--- src/rtl/alarm_controller_pkg.sv ---
// Alarm controller shared definitions: FSM state encoding and time-field widths.
// Latency: n/a (types, constants and a pure combinational helper only).
// Backpressure: n/a.
package alarm_controller_pkg;

    localparam int HR_W  = 5;
    localparam int MIN_W = 6;

    // Encoding is visible on the state output (debug/LED), so it is fixed.
    typedef enum logic [1:0] {
        S_IDLE    = 2'd0,
        S_ARMED   = 2'd1,
        S_RINGING = 2'd2,
        S_SNOOZE  = 2'd3
    } state_t;

    function automatic logic time_match(
        input logic [HR_W-1:0]  hr_a,
        input logic [MIN_W-1:0] min_a,
        input logic [HR_W-1:0]  hr_b,
        input logic [MIN_W-1:0] min_b
    );
        return (hr_a == hr_b) && (min_a == min_b);
    endfunction

endpackage

--- src/rtl/alarm_controller_if.sv ---
// Alarm controller signal bundle: time/alarm values, buttons, tick in; ringing, buzzer, state out.
// Latency: n/a (wiring only).
// Backpressure: none; all inputs are levels or one-clk pulses, outputs are levels.
// Ports (slave view): sec_tick, cur_hr, cur_min, alarm_hr, alarm_min, arm, stop, snooze in;
//                     ringing, buzzer, state out.
interface alarm_controller_if;
    import alarm_controller_pkg::*;

    logic             sec_tick;
    logic [HR_W-1:0]  cur_hr;
    logic [MIN_W-1:0] cur_min;
    logic [HR_W-1:0]  alarm_hr;
    logic [MIN_W-1:0] alarm_min;
    logic             arm;
    logic             stop;
    logic             snooze;
    logic             ringing;
    logic             buzzer;
    logic [1:0]       state;

    // master: the time-keeping chain / buttons side that drives the controller
    modport master (
        output sec_tick, cur_hr, cur_min, alarm_hr, alarm_min, arm, stop, snooze,
        input  ringing, buzzer, state
    );

    // slave: the alarm controller itself
    modport slave (
        input  sec_tick, cur_hr, cur_min, alarm_hr, alarm_min, arm, stop, snooze,
        output ringing, buzzer, state
    );

endinterface

--- src/rtl/alarm_tone_gen.sv ---
// Buzzer square-wave generator: toggles buzzer every TONE_DIV clk cycles while enabled.
// Latency: first toggle TONE_DIV clk after en rises; en low clears counter and buzzer on the next edge.
// Backpressure: none.
// Ports: clk, reset (async, active-high), en in; buzzer out (registered).
module alarm_tone_gen #(
    parameter int TONE_DIV = 50000
) (
    input  logic clk,
    input  logic reset,
    input  logic en,
    output logic buzzer
);

    localparam int            TW        = (TONE_DIV > 1) ? $clog2(TONE_DIV) : 1;
    localparam logic [TW-1:0] TONE_LAST = TW'(TONE_DIV - 1);

    logic [TW-1:0] tone_cnt;

    always_ff @(posedge clk or posedge reset) begin
        if (reset) begin
            tone_cnt <= '0;
            buzzer   <= 1'b0;
        end else if (!en) begin
            // Silence immediately so the pin never idles high.
            tone_cnt <= '0;
            buzzer   <= 1'b0;
        end else if (tone_cnt == TONE_LAST) begin
            tone_cnt <= '0;
            buzzer   <= ~buzzer;
        end else begin
            tone_cnt <= tone_cnt + TW'(1);
        end
    end

endmodule

--- src/rtl/alarm_controller.sv ---
// Alarm controller: detects alarm time, rings for RING_SECS seconds, handles stop (and snooze).
// Latency: ringing/state RINGING 2 clk after cur_min reaches the alarm minute; button/arm effects 1 clk.
// Backpressure: none; inputs are sampled every clk, outputs are registered levels.
// Ports: clk, reset (async, active-high), bus (alarm_controller_if.slave).
// Optional feature: define ALARM_SNOOZE_EN to enable the snooze button and the SNOOZE state.
module alarm_controller
    import alarm_controller_pkg::*;
#(
    parameter int RING_SECS   = 60,
    parameter int SNOOZE_SECS = 300,
    parameter int TONE_DIV    = 50000,
    parameter int CW          = 9
) (
    input  logic               clk,
    input  logic               reset,
    alarm_controller_if.slave  bus
);

    localparam logic [CW-1:0] RING_LAST = CW'(RING_SECS - 1);
`ifdef ALARM_SNOOZE_EN
    localparam logic [CW-1:0] SNOOZE_LAST = CW'(SNOOZE_SECS - 1);
`else
    // Snooze support is compiled out; these only absorb the unused inputs.
    localparam int unused_snooze_secs = SNOOZE_SECS;
    logic          unused_snooze;
    assign unused_snooze = bus.snooze;
`endif

    state_t        state_q, state_d;
    logic          match_r, match_q, trigger;
    logic [CW-1:0] sec_cnt_q, sec_cnt_d;
    logic          ringing_q, ringing_d;
    logic          tone_en;
    logic          buzzer_w;

    // match is registered once, then edge-detected against its own delayed copy.
    // Only the rising edge fires, so a stopped alarm stays quiet for the rest
    // of the minute while re-setting the alarm onto "now" still fires.
    assign trigger = match_r & ~match_q;

    // State register
    always_ff @(posedge clk or posedge reset) begin
        if (reset) begin
            state_q <= S_IDLE;
        end else begin
            state_q <= state_d;
        end
    end

    // Next-state logic; arm=0 wins over everything, then stop, snooze, timeout.
    always_comb begin
        state_d = state_q;
        if (!bus.arm) begin
            state_d = S_IDLE;
        end else begin
            case (state_q)
                // A trigger coinciding with the arm edge is dropped here.
                S_IDLE:    state_d = S_ARMED;
                S_ARMED:   if (trigger) state_d = S_RINGING;
                S_RINGING: begin
                    if (bus.stop) begin
                        state_d = S_ARMED;
`ifdef ALARM_SNOOZE_EN
                    end else if (bus.snooze) begin
                        state_d = S_SNOOZE;
`endif
                    end else if (bus.sec_tick && (sec_cnt_q == RING_LAST)) begin
                        state_d = S_ARMED;
                    end
                end
`ifdef ALARM_SNOOZE_EN
                S_SNOOZE: begin
                    if (bus.stop) begin
                        state_d = S_ARMED;
                    end else if (bus.sec_tick && (sec_cnt_q == SNOOZE_LAST)) begin
                        state_d = S_RINGING;
                    end
                end
`endif
                default:   state_d = S_IDLE;
            endcase
        end
    end

    // Output / datapath next values
    always_comb begin
        sec_cnt_d = sec_cnt_q;
        // Every state change restarts the seconds count, so the counter never
        // advances past its terminal value: the terminal tick always leaves the state.
        if (state_d != state_q) begin
            sec_cnt_d = '0;
        end else if (bus.sec_tick && ((state_q == S_RINGING) || (state_q == S_SNOOZE))) begin
            sec_cnt_d = sec_cnt_q + CW'(1);
        end
        ringing_d = (state_d == S_RINGING);
        // Tone runs only while staying in RINGING; leaving clears it on the same edge.
        tone_en   = (state_q == S_RINGING) && (state_d == S_RINGING);
    end

    always_ff @(posedge clk or posedge reset) begin
        if (reset) begin
            match_r   <= 1'b0;
            match_q   <= 1'b0;
            sec_cnt_q <= '0;
            ringing_q <= 1'b0;
        end else begin
            match_r   <= time_match(bus.cur_hr, bus.cur_min, bus.alarm_hr, bus.alarm_min);
            match_q   <= match_r;
            sec_cnt_q <= sec_cnt_d;
            ringing_q <= ringing_d;
        end
    end

    alarm_tone_gen #(
        .TONE_DIV (TONE_DIV)
    ) u_tone (
        .clk    (clk),
        .reset  (reset),
        .en     (tone_en),
        .buzzer (buzzer_w)
    );

    assign bus.state   = state_q;
    assign bus.ringing = ringing_q;
    assign bus.buzzer  = buzzer_w;

endmodule
--- src/flat_wrapper.sv ---
// flat-port wrapper written by rule: the top's interface ports become plain ports
module alarm_controller_flat import alarm_controller_pkg::*;
#(
    parameter int RING_SECS   = 60,
    parameter int SNOOZE_SECS = 300,
    parameter int TONE_DIV    = 50000,
    parameter int CW          = 9
)
  (clk, reset, bus_sec_tick, bus_cur_hr, bus_cur_min, bus_alarm_hr, bus_alarm_min, bus_arm, bus_stop, bus_snooze, bus_ringing, bus_buzzer, bus_state);
  alarm_controller_if bus_i ();
  input  logic clk;
  input  logic reset;
  input wire logic [$bits(bus_i.sec_tick)-1:0] bus_sec_tick;
  input wire logic [$bits(bus_i.cur_hr)-1:0] bus_cur_hr;
  input wire logic [$bits(bus_i.cur_min)-1:0] bus_cur_min;
  input wire logic [$bits(bus_i.alarm_hr)-1:0] bus_alarm_hr;
  input wire logic [$bits(bus_i.alarm_min)-1:0] bus_alarm_min;
  input wire logic [$bits(bus_i.arm)-1:0] bus_arm;
  input wire logic [$bits(bus_i.stop)-1:0] bus_stop;
  input wire logic [$bits(bus_i.snooze)-1:0] bus_snooze;
  output wire logic [$bits(bus_i.ringing)-1:0] bus_ringing;
  output wire logic [$bits(bus_i.buzzer)-1:0] bus_buzzer;
  output wire logic [$bits(bus_i.state)-1:0] bus_state;
  assign bus_i.sec_tick = bus_sec_tick;
  assign bus_i.cur_hr = bus_cur_hr;
  assign bus_i.cur_min = bus_cur_min;
  assign bus_i.alarm_hr = bus_alarm_hr;
  assign bus_i.alarm_min = bus_alarm_min;
  assign bus_i.arm = bus_arm;
  assign bus_i.stop = bus_stop;
  assign bus_i.snooze = bus_snooze;
  assign bus_ringing = bus_i.ringing;
  assign bus_buzzer = bus_i.buzzer;
  assign bus_state = bus_i.state;
  alarm_controller #(.RING_SECS(RING_SECS), .SNOOZE_SECS(SNOOZE_SECS), .TONE_DIV(TONE_DIV), .CW(CW)) u_core (.clk(clk), .reset(reset), .bus(bus_i));
endmodule
--- config.mk ---
export PLATFORM = sky130hd
export DESIGN_NAME = alarm_controller_flat
export DESIGN_NICKNAME = d
export VERILOG_FILES = /design/src/rtl/alarm_controller_pkg.sv /design/src/rtl/alarm_controller_if.sv /design/src/rtl/alarm_tone_gen.sv /design/src/rtl/alarm_controller.sv /design/src/flat_wrapper.sv
export SDC_FILE = /design/constraint.sdc
export NUM_CORES = 1
export LEC_CHECK = 0
export BUFFER_PORTS_ARGS = -buffer_cell sky130_fd_sc_hd__buf_2
export CORE_ASPECT_RATIO = 1.1
export CORE_MARGIN = 4
export CORE_UTILIZATION = 54
export DETAILED_ROUTE_END_ITERATION = 7
export HOLD_SLACK_MARGIN = 0.1
export PLACE_DENSITY_LB_ADDON = 0.3
export REMOVE_ABC_BUFFERS = 1
export SLEW_MARGIN = 20
export SYNTH_ARGS = -nofsm -noshare
export SYNTH_HDL_FRONTEND = slang
export SYNTH_SLANG_ARGS = --single-unit
--- constraint.sdc ---
create_clock -name clk -period 2.25 [get_ports clk]
set_input_delay 0.225 -clock clk [delete_from_list [all_inputs] [get_ports clk]]
set_output_delay 0.225 -clock clk [all_outputs]
set_load 0.02 [all_outputs]
==> Word-level counts from Yosys, hierarchy flattened <==
Cells that the tools add are included.
{ "word_totals": {"reg_bits": 31, "inputBits": 28, "output_inout_bits": 4, "word_cells": 40} }
{ "op_classes": {"add_sub_neg": 2, "eq_ne": 10, "n_mux": 11, "bitwise_logic": 3, "n_reduce_logical": 7} }
{ "op_table": {"columns": ["op", "n"], "rows": [
  ["16-bit two-way mux", 2],
  ["9-bit two-way mux", 2],
  ["16-bit by 1-bit adder with 16-bit output, second input constant", 1],
  ["16-bit equality test, second input constant", 1],
  ["9-bit by 1-bit adder with 9-bit output, second input constant", 1],
  ["9-bit by 6-bit equality test with 1-bit output, second input constant", 1],
  ["2-bit two-way mux", 4],
  ["2-bit equality test, second input constant", 3],
  ["6-bit equality test", 1],
  ["2-bit case mux with 3 select lines", 1],
  ["5-bit equality test", 1],
  ["1-bit logical AND", 4],
  ["2-bit by 1-bit equality test with 1-bit output, second input constant", 1],
  ["2-bit logical NOT", 1],
  ["1-bit two-way mux", 2],
  ["2-bit by 1-bit inequality test with 1-bit output, second input constant", 1],
  ["2-bit inequality test", 1],
  ["1-bit NOT", 2],
  ["2-bit nonzero test", 1],
  ["1-bit AND", 1],
  ["1-bit logical OR", 1]
]} }

==> Logic depth before layout (Yosys ltp) <==
{ "logic_depth": {"depth_word": 9, "depth_mapped": 6, "mapped_depth_nobuf": 5} }

==> Hierarchy <==
A second synthesis with hierarchy kept.
{ "unflattened": {"cells_unflattened": 177, "area_unflattened_um2": 1906.8} }
{ "by_module_without_submodules": {"columns": ["module", "n_inst", "cells_each", "area_each_um2", "seq_area_each_um2"], "rows": [
  ["alarm_tone_gen", 1, 83, 963.4, 425.4],
  ["alarm_controller", 1, 94, 943.4, 350.3]
]} }

==> Worst setup path before layout <==
Ideal clock, no wire load.
{ "synth_path": {"path_kind": "register to register", "startpoint": "register u_core.sec_cnt_q[2]", "endpoint": "register u_core.u_tone.tone_cnt[10]", "setup_time_ns": 0.119, "arrival_time_ns": 1.532, "required_ns": 2.131, "slack_ns": 0.599, "path_stages_with_launch": 6, "n_path_buf": 1, "synth_period_minus_slack_ns": 1.651, "path_cell_list": "dfrtp_1 > or4_4 > o31a_1 > nand2_2 > buf_6 > nor2_1"} }
{ "synth_between": {"elab_chain_len": 9} }
{ "synth_lines": {"columns": ["item", "line", "text"], "rows": [
  ["from (decl)", "alarm_controller.sv:31", "logic [CW-1:0] sec_cnt_q, sec_cnt_d;"],
  ["from (signal assigned)", "alarm_controller.sv:109", "sec_cnt_q <= sec_cnt_d;"],
  ["9-bit by 6-bit equality test with 1-bit output", "alarm_controller.sv:67", "end else if (bus.sec_tick && (sec_cnt_q == RING_LAST)) begin"],
  ["1-bit logical AND", "alarm_controller.sv:67", null],
  ["2-bit two-way mux", "alarm_controller.sv:67", null],
  ["2-bit two-way mux", "alarm_controller.sv:61", "if (bus.stop) begin"],
  ["2-bit case mux with 3 select lines", "alarm_controller.sv:56", "case (state_q)"],
  ["2-bit two-way mux", "alarm_controller.sv:53", "if (!bus.arm) begin"],
  ["2-bit equality test", "alarm_controller.sv:97", "tone_en = (state_q == S_RINGING) && (state_d == S_RINGING);"],
  ["1-bit logical AND", "alarm_controller.sv:97", null],
  ["16-bit two-way mux", "alarm_tone_gen.sv:23", "end else if (!en) begin"],
  ["to (signal assigned)", "alarm_tone_gen.sv:31", "tone_cnt <= tone_cnt + TW'(1);"],
  ["to (decl)", "alarm_tone_gen.sv:17", "logic [TW-1:0] tone_cnt;"]
]} }
No other way between the ends.
A chain may end at the register's enable or synchronous reset.

==> Final worst setup path <==
{ "layout_path": {"startpoint": "register u_core.sec_cnt_q[2]", "endpoint": "register u_core.u_tone.tone_cnt[9]"} }
The elaborated chain is that of the path after synthesis.

==> impl_metrics.json <==
{
  "maxSlewViolCount": 0,
  "clock_latency_ps": 330,
  "yosys.area.top_type": "dfrtp_1",
  "drc_errors": 0,
  "hold_end": "u_core.match_r$_DFF_PP0_",
  "min_delay_path_depth": 4,
  "rows": 21,
  "report.final.setup_viol": 0,
  "synth-seq-area-share_pct": 45.5,
  "crit_type": "flip-flop to flip-flop",
  "netlist_instances": 178,
  "place.gp.congestion": 0.913,
  "drive_above_1_share_pct": 20.3,
  "grt_usage_pct": 20.4,
  "synth_top_area_share_pct": 45.5,
  "first_global_vias": 1464,
  "nets": 241,
  "dr.pass1.iters": 4,
  "io_pins": 32,
  "crit_path_top_delay_cell": "or4_4",
  "fin_crit_ps": 1820,
  "dieArea_um2": 4120,
  "outcome": "finished, final reports clean",
  "syn_area_um2": 1700,
  "synth_cell_types": 34,
  "numCtsBuffers": 5,
  "avgSynthCellArea_um2": 9.57,
  "die_w_um": 61.6,
  "wire_per_inst_um": 14.1,
  "postCtsSetupRepairBufs": 0,
  "r2r_slack_ps": 430,
  "post-place-ws_ps": 456,
  "report.final.hold_viol_count": 0,
  "fmaxAchievable_mhz": 550,
  "die_y_um": 66.9,
  "hpwlAfterDp_um": 2640,
  "drtIter0Drc": 99,
  "crit_chain": "or4_4 -> o31a_1 -> nand2_2 -> nor2_1",
  "setup_tns_ps": 0,
  "rsz0062_at_grt": "no",
  "nFillCells": 271,
  "io_buffers": 30,
  "reg2reg_from": "u_core.sec_cnt_q[2]$_DFFE_PP0P_",
  "fin_crit_sh_pct": 80.8,
  "path_clk_slew_ps": 100,
  "synth_seq_cells": 31,
  "maxSlewHeadroom_pct": 57.8,
  "antenna_found_initial": 0,
  "grt_pass1_wl_um": 6240,
  "tightest_slew_ps": 629,
  "r2r-end": "u_core.u_tone.tone_cnt[9]$_DFF_PP0_",
  "end_kind": "flip-flop",
  "vias": 1384,
  "cts_tree": "done",
  "ctsHtreeMaxLevel": 2,
  "worstPathArrival_ps": 2020,
  "power_density_nw_per_um2": 552,
  "cts_sinks": 31,
  "utilization_pct": 64.7,
  "power_leakage_nw": 0.812,
  "max-clock-path-buffers": 2,
  "viasPerCell": 5.63,
  "antenna_cells": 0,
  "seq_area_um2": 776,
  "wirelength_um": 3470,
  "cts_root_buf": "clkbuf_4",
  "ys.warnings.count": 0,
  "required_ps": 2450,
  "skew_ps": 12.2,
  "synth_area_leaders": "dfrtp_1 46%, xnor2_1 13%, nor2_1 4.4%",
  "maxCapViolations": 0,
  "gr-total-overflow": 0,
  "cp_max_fo": 14,
  "hp-start": "bus_cur_hr[1]",
  "start_util_pct": 55.9,
  "fin_ws_ps": 432,
  "area_growth_pct": 15.6,
  "coreArea_um2": 3050,
  "multi_input_area_um2": 883,
  "startpoint_type": "flip-flop",
  "r2r_cells": 4,
  "grt_max_degree": 17,
  "postRouteAntennaNets": 0,
  "ir_worst_vdd_uv": 431,
  "hold_class": "primary input to flip-flop",
  "max_stage_delay_ps": 570
}
[synth_stat cells (all sizes together)]
cell type and n:
dfrtp 31, xnor2 25, nor2 20, nor3 12
nand2 11, nand3 10, nand4 10, xor2 7
nor4 6, clkbuf 5, o21ai 5, and3 4
inv 4, a21oi 3, nor2b 3, a31oi 2
a32oi 2, and4 2, ha 2, nor4bb 2
and2 1, and4bb 1, buf 1, nand2b 1
nand3b 1, nor3b 1, nor4b 1, o31a 1
o31ai 1, or3 1, or4 1, or4b 1
[timing repair]
item,CTS,global route
resized for setup,0,0
hold buffers,1,0
endpoints found under the hold margin,15,0
[state kept, by name, summed over array words and instances (netlist names)]
name                    cells
u_core.match_r              1
u_core.u_tone.tone_cnt     16
u_core.bus.state            2
u_core.sec_cnt_q            9
u_core.bus.ringing          1
u_core.u_tone.buzzer        1
u_core.match_q              1
[how the worst max path moves through the flow]
| stage | cells after the start | slack [ps] | to | start |
|---|---|---|---|---|
| after global placement | 4 | 490 | u_core.u_tone.tone_cnt[13]$_DFF_PP0_ | u_core.sec_cnt_q[2]$_DFFE_PP0P_ |
| final | 4 | 430 | u_core.u_tone.tone_cnt[9]$_DFF_PP0_ | u_core.sec_cnt_q[2]$_DFFE_PP0P_ |
| after detailed placement | 4 | 460 | u_core.u_tone.tone_cnt[15]$_DFF_PP0_ | u_core.sec_cnt_q[2]$_DFFE_PP0P_ |
| after floorplan | 4 | 620 | u_core.sec_cnt_q[1]$_DFFE_PP0P_ | u_core.sec_cnt_q[2]$_DFFE_PP0P_ |
| after global routing | 4 | 330 | u_core.u_tone.tone_cnt[8]$_DFF_PP0_ | u_core.sec_cnt_q[2]$_DFFE_PP0P_ |
| after CTS | 4 | 410 | u_core.u_tone.tone_cnt[9]$_DFF_PP0_ | u_core.sec_cnt_q[2]$_DFFE_PP0P_ |
[cell type report]
class | count | area share, %
Multi-Input combinational cell | 137 | 44.8
Sequential cell | 31 | 39.4
Timing Repair Buffer | 32 | 8.51
Clock buffer | 6 | 2.60
Tap cell | 34 | 2.16
Clock inverter | 2 | 1.78
Inverter | 4 | 0.762
[layout by cell type, fill, tap and decap left out, types with 2 or more instances in the layout]
master | netlist | routed
nor4_1 | 6 | 6
nor4bb_1 | 2 | 2
a21oi_1 | 3 | 3
clkbuf_4 | 0 | 5
inv_1 | 4 | 4
nand2_1 | 10 | 10
nand3_1 | 10 | 10
o21ai_0 | 4 | 4
nand4_1 | 10 | 10
ha_1 | 2 | 2
and4_1 | 2 | 2
buf_2 | 0 | 30
xor2_1 | 7 | 7
xnor2_1 | 25 | 25
and3_1 | 4 | 4
nor2b_1 | 3 | 3
a31oi_1 | 2 | 2
nor2_1 | 20 | 20
dfrtp_1 | 31 | 31
nor3_1 | 12 | 12
a32oi_1 | 2 | 2
[cell families (layout without fill, tap and decap cells)]
kind of cell / Yosys count / count (layout) / share of synthesized area, %
XOR/XNOR: 32 / 32 / 16.4
adder cells (fa/ha/maj): 2 / 2 / 1.47
buffers and inverters: 10 / 44 / 2.64
AND/OR/NAND/NOR: 89 / 89 / 28.6
AO/OA/AOI/OAI: 14 / 14 / 5.36
flip-flops: 31 / 31 / 45.5
[report_power, final]
part	internal, mW	leakage [nW]	total [mW]	switching [mW]
Sequential	0.558	0.431	0.560	0.00250
Clock	0.263	0.0482	0.453	0.191
Combinational	0.0365	0.333	0.0743	0.0378
Total	0.857	0.812	1.09	0.231
[worst max-delay path, delay by kind of cell, from the launching register on]
family,cells,cell delay (ps)
AO/OA/AOI/OAI,1,350
flip-flops,1,450
AND/OR/NAND/NOR,3,900
[stage by stage]
stage               total power [mW]  hold slack (ps)  area (um2)  cells
finish                          1.09              174        1970    246
floorplan                      0.607              329        1670    172
detailed placement             0.646              311        1870    237
CTS                             1.10              165        1970    246
global placement               0.641              306        1870    237
global route                    1.14              175        1970    246
[routing by layer]
metal	vias to the layer above	share of wire, %	GRT usage (%)	wire (um)
li1	700	-	-	-
met2	26	56	37.0	1930
met5	-	0	0	0
met4	0	1.2	7.43	40
met3	4	4.2	6.01	146
met1	654	39	21.4	1360
(Power assumes the default switching activity.)
